===== src/rtl/wb_conbus_mux.sv =====
// Master-side mux and cycle controller for the shared Wishbone bus.
// Locks the arbiter's grant for one bus cycle and aborts transfers that are never acknowledged.
module wb_conbus_mux #(
    parameter int AW      = 32,
    parameter int DW      = 32,
    parameter int TIMEOUT = 255
) (
    input  logic                 clk,
    input  logic                 rst,
    input  logic [2:0]           m_cyc_i,
    input  logic [2:0]           m_stb_i,
    input  logic [2:0]           m_we_i,
    input  logic [3*AW-1:0]      m_adr_i,
    input  logic [3*DW-1:0]      m_dat_i,
    input  logic [3*DW/8-1:0]    m_sel_i,
    output logic [DW-1:0]        m_dat_o,
    output logic [2:0]           m_ack_o,
    output logic [2:0]           m_err_o,
    output logic [2:0]           req,
    input  logic [1:0]           gnt,
    output logic                 s_cyc_o,
    output logic                 s_stb_o,
    output logic                 s_we_o,
    output logic [AW-1:0]        s_adr_o,
    output logic [DW-1:0]        s_dat_o,
    output logic [DW/8-1:0]      s_sel_o,
    input  logic [DW-1:0]        s_dat_i,
    input  logic                 s_ack_i,
    input  logic                 s_err_i,
    output logic                 timeout_o
);

    localparam int SW = DW / 8;
    localparam logic [7:0] WDT_LAST = 8'(TIMEOUT - 1);

    typedef enum logic [1:0] {
        ST_IDLE  = 2'd0,
        ST_BUSY  = 2'd1,
        ST_ABORT = 2'd2
    } state_t;

    state_t          r_state;
    state_t          w_state_nxt;
    logic [1:0]      r_owner;
    logic [1:0]      w_owner_nxt;
    logic [7:0]      r_wdt;
    logic [7:0]      w_wdt_nxt;

    // Index 3 (no grant / invalid owner) reads as an idle master.
    logic [3:0]      w_cyc_ext;
    logic [3:0]      w_stb_ext;
    logic            w_own_cyc;
    logic            w_own_stb;
    logic            w_stall;
    logic [2:0]      w_own_hot;
    logic            w_own_we;
    logic [AW-1:0]   w_own_adr;
    logic [DW-1:0]   w_own_dat;
    logic [SW-1:0]   w_own_sel;

    assign w_cyc_ext = {1'b0, m_cyc_i};
    assign w_stb_ext = {1'b0, m_stb_i};
    assign w_own_cyc = w_cyc_ext[r_owner];
    assign w_own_stb = w_stb_ext[r_owner];
    assign w_stall   = w_own_stb & ~s_ack_i & ~s_err_i;

    assign req     = m_cyc_i;
    assign m_dat_o = s_dat_i;

    // Select the owner's request slice and one-hot response mask.
    always_comb begin
        w_own_hot = 3'b000;
        w_own_we  = 1'b0;
        w_own_adr = {AW{1'b0}};
        w_own_dat = {DW{1'b0}};
        w_own_sel = {SW{1'b0}};
        case (r_owner)
            2'd0: begin
                w_own_hot = 3'b001;
                w_own_we  = m_we_i[0];
                w_own_adr = m_adr_i[0*AW +: AW];
                w_own_dat = m_dat_i[0*DW +: DW];
                w_own_sel = m_sel_i[0*SW +: SW];
            end
            2'd1: begin
                w_own_hot = 3'b010;
                w_own_we  = m_we_i[1];
                w_own_adr = m_adr_i[1*AW +: AW];
                w_own_dat = m_dat_i[1*DW +: DW];
                w_own_sel = m_sel_i[1*SW +: SW];
            end
            2'd2: begin
                w_own_hot = 3'b100;
                w_own_we  = m_we_i[2];
                w_own_adr = m_adr_i[2*AW +: AW];
                w_own_dat = m_dat_i[2*DW +: DW];
                w_own_sel = m_sel_i[2*SW +: SW];
            end
            default: begin
                w_own_hot = 3'b000;
            end
        endcase
    end

    // Drive the shared bus and master responses from the current state.
    always_comb begin
        s_cyc_o   = 1'b0;
        s_stb_o   = 1'b0;
        s_we_o    = 1'b0;
        s_adr_o   = {AW{1'b0}};
        s_dat_o   = {DW{1'b0}};
        s_sel_o   = {SW{1'b0}};
        m_ack_o   = 3'b000;
        m_err_o   = 3'b000;
        timeout_o = 1'b0;
        case (r_state)
            ST_BUSY: begin
                s_cyc_o = w_own_cyc;
                s_stb_o = w_own_stb;
                s_we_o  = w_own_we;
                s_adr_o = w_own_adr;
                s_dat_o = w_own_dat;
                s_sel_o = w_own_sel;
                m_ack_o = w_own_hot & {3{s_ack_i}};
                m_err_o = w_own_hot & {3{s_err_i}};
            end
            ST_ABORT: begin
                m_err_o   = w_own_hot;
                timeout_o = 1'b1;
            end
            default: begin
                timeout_o = 1'b0;
            end
        endcase
    end

    // Next state, ownership lock and watchdog.
    always_comb begin
        w_state_nxt = r_state;
        w_owner_nxt = r_owner;
        w_wdt_nxt   = 8'd0;
        case (r_state)
            ST_IDLE: begin
                if ((gnt != 2'd3) && w_cyc_ext[gnt]) begin
                    w_state_nxt = ST_BUSY;
                    w_owner_nxt = gnt;
                end else begin
                    w_state_nxt = ST_IDLE;
                end
            end
            ST_BUSY: begin
                // Cycle end outranks expiry; a response in the expiry cycle clears the stall.
                if (!w_own_cyc) begin
                    w_state_nxt = ST_IDLE;
                end else if (w_stall) begin
                    if (r_wdt == WDT_LAST) begin
                        w_state_nxt = ST_ABORT;
                    end else begin
                        w_wdt_nxt = (r_wdt == 8'hFF) ? 8'hFF : (r_wdt + 8'd1);
                    end
                end else begin
                    w_wdt_nxt = 8'd0;
                end
            end
            ST_ABORT: begin
                w_state_nxt = ST_IDLE;
            end
            default: begin
                w_state_nxt = ST_IDLE;
            end
        endcase
    end

    // State registers with synchronous active-low reset.
    always_ff @(posedge clk) begin
        if (!rst) begin
            r_state <= ST_IDLE;
            r_owner <= 2'd0;
            r_wdt   <= 8'd0;
        end else begin
            r_state <= w_state_nxt;
            r_owner <= w_owner_nxt;
            r_wdt   <= w_wdt_nxt;
        end
    end

endmodule


===== config.mk =====
export PLATFORM = sky130hd
export DESIGN_NAME = wb_conbus_mux
export DESIGN_NICKNAME = d
export VERILOG_FILES = /design/src/rtl/wb_conbus_mux.sv
export SDC_FILE = /design/constraint.sdc
export NUM_CORES = 1
export LEC_CHECK = 0
export CORE_AREA = 4 4 139 141
export CTS_CLUSTER_SIZE = 30
export DETAILED_ROUTE_END_ITERATION = 7
export DIE_AREA = 0 0 143 145
export PLACE_DENSITY_LB_ADDON = 0.2
export SKIP_LAST_GASP = 1
export SLEW_MARGIN = 10
export SYNTH_ARGS = -nofsm -noshare
export SYNTH_HDL_FRONTEND = slang
export SYNTH_SLANG_ARGS = --single-unit

===== constraint.sdc =====
create_clock -name clk -period 2.24 [get_ports clk]
set_clock_uncertainty 0.15 [all_clocks]
set_input_delay 0.56 -clock clk [delete_from_list [all_inputs] [get_ports clk]]
set_output_delay 0.56 -clock clk [all_outputs]
set_load 0.1 [all_outputs]

==> results.yml <==
synth:
  yosys_register_bits: 12
  syn_nets: 685
  synth_ff_type: "dfxtp_1"
  synth_edf_count: 0
  yosysSeqAreaShare_pct: 8.78
  synth_top_area_share_pct: 27.1
  ys_top_cells_by_area: "mux2i_1, nor2_1, a21oi_1"
  async_flop_share_pct: 0
  synthCells: 429
  syn_area_per_cell_um2: 6.38
  yosys.area.top_type: "mux2i_1"
  yosysWarnings: 0
  synth_commonest_cells: "nor2_1, a21oi_1, mux2i_1"
  syn_area_um2: 2740
  synth_cell_types: 37
  synth_most_common_cell: "nor2_1"
cells_and_area:
  drive_above_1_share_pct: 36.7
  final_nets: 958
  design_area_um2: 7560
  antennaDiodeCount: 0
  final_util_pct: 42.1
  area_growth_syn_to_layout_pct: 176
power:
  p_total_mw: 2.46
  cellLeakagePower_nw: 2.89
  vdd_drop_max_mv: 0.211
  power.density_nw_per_um2: 325
global_routing:
  antenna_found_initial: 0
  grt_pass1_vias: 4269
  grt_max_degree: 55
  grt-ovfl-total: 0
  grt_pass1_wl_um: 23900
  grt_use_total_pct: 14.5
setup_path:
  crit_path_start_kind: "register"
  cp_max_fo: 9
  slowest_stage: "dfxtp_4"
  crit_chain: "buf_12 -> buf_4 -> mux2i_4 -> nor2_2 -> a21oi_2 -> nor2_2 -> buf_12"
  cp_slowest_stage_delay_ps: 460
  critPathKind: "register to primary output"
  critical_path_required_ps: 1530
  endpoint_kind: "primary output"
  arrival_ps: 1680
  critPathBufInv: 3
  critical_path.top_delay_family: "buffers and inverters"
clocking:
  clock_latency_ps: 240
  hold_buffers: 0
  cts-htree-levels: 1
  clockBufferDepth: 2
  cts_root_buffer: "clkbuf_16"
  cts_tree: "done"
  clock-sinks: 12
  clk_pin_slew_ps: 40
  cts_buffers: 3
sta:
  drv_slew: 0
  worst_hold_slack_ps: 331
  rsz0062_at_grt: "true"
  final-hold-violation-count: 0
  fin_crit_sh_pct: 107
  maxSlewHeadroom_pct: 76.7
  worstMarginPinSlew_ps: 350
  min_period_ps: 2390
  fmax_mhz: 418
  finalSetupViolCount: 68
  worst_slack_ps: -152
drt:
  dr.pass1.iters: 4
  drc: 0
  routed_wl_um: 17100
  avgRoutedWirePerCell_um: 18.4
  ant_nets: 0
  viasPerCell: 4.30
  drt_iter0_markers: 95
  num_vias: 4001
placed_design:
  globalplace.congestion: 0.805
  hpwl_um: 13200
  io_buffers: 299
  post-place-ws_ps: -253
  placed_area_um2: 6990
status:
  status: "finished, violations left"
  violations: "setup timing"
run:
  cap_viol_max_count: 0
hold_path:
  hold_class: "register to register"
floorplanning:
  core-area_um2: 18000
  start_util_pct: 15.2
  floorplan.rows: 49
  io_pins: 364
  die_x_um: 143
  fp.dieH_um: 145
  die_area_um2: 20700
-- report_power, final --
part           total, mW  switching, mW  internal (mW)  leakage [nW]
sequential         0.226        0.00800          0.218        0.0991
combinational       1.90           1.04          0.863          2.75
clock              0.329         0.0903          0.239        0.0382
-- placed cells by master (no fill, tap or decap), types with 3 or more instances in the layout --
cell type and count:
nor3_2 3, dfxtp_2 3, clkbuf_16 4, mux2i_1 71, clkdlybuf4s50_1 186, nand2_1 6
ha_4 3, a21oi_2 32, buf_4 21, a21oi_1 42, buf_12 91, nand3_1 4
nor2_4 20, dlymetal6s2s_1 23, dlygate4sd2_1 9, nor2_2 56, buf_16 3, nor2_1 70
dfxtp_1 8
-- cell type report --
cell class / count / area (µm²)
fillers: 1748 / 10400
repair buffers: 336 / 4340
multi-input cells: 344 / 2580
well taps: 229 / 287
flip-flops and latches: 12 / 248
clock buffers: 4 / 78.8
inverters: 5 / 23.8
-- flip-flops by register name, indices dropped and copies added, names as in the netlist --
register  count
r_state       2
r_owner       2
r_wdt         8
-- layer usage --
metal / vias to the layer above / wire (µm) / GRT usage [%]
li1: 1964 / - / -
met1: 1796 / 6220 / 15.4
met2: 222 / 9000 / 28.1
met3: 19 / 1540 / 3.19
met4: 0 / 329 / 3.80
met5: - / 0 / 0
-- final timing paths --
| kind | end | slack (ps) | from | depth (start not counted) |
|---|---|---|---|---|
| worst max-delay path | s_dat_o[7] | -150 | r_owner[1] | 7 |
| worst max register to register | r_wdt[4] | 250 | r_owner[1] | 8 |
| worst min-delay path | r_wdt[0] | 330 | r_wdt[0] | 1 |
| worst min register to register | r_wdt[0] | 330 | r_wdt[0] | 1 |
-- per-stage QoR --
| step | std cells | TNS [ps] |
|---|---|---|
| 2_1_floorplan | 429 | -17450 |
| 3_3_place_gp | 911 | -4840 |
| 3_5_place_dp | 911 | -5720 |
| 4_1_cts | 924 | -9150 |
| 5_1_grt | 930 | -12260 |
| 6_report | 930 | -5540 |
-- cell families after synthesis --
group | after synthesis | share of synthesized area [%]
buffers and inverters | 73 | 16.0
adders and majority gates | 5 | 2.29
DFF | 12 | 8.78
muxes | 74 | 27.1
xor gates and xnor gates | 3 | 0.960
and+or+nand+nor | 180 | 29.0
AOI/OAI and AO/OA | 82 | 15.9
-- repair_timing --
| action | 4_1_cts | 5_1_grt |
|---|---|---|
| buffers inserted | 6 | 7 |
| gates resized for setup | 27 | 66 |
| gates cloned | 3 | 2 |
| pin swaps | 16 | 27 |
| endpoints found under the setup margin | 77 | 77 |
Power figures use the tool's default switching activity.
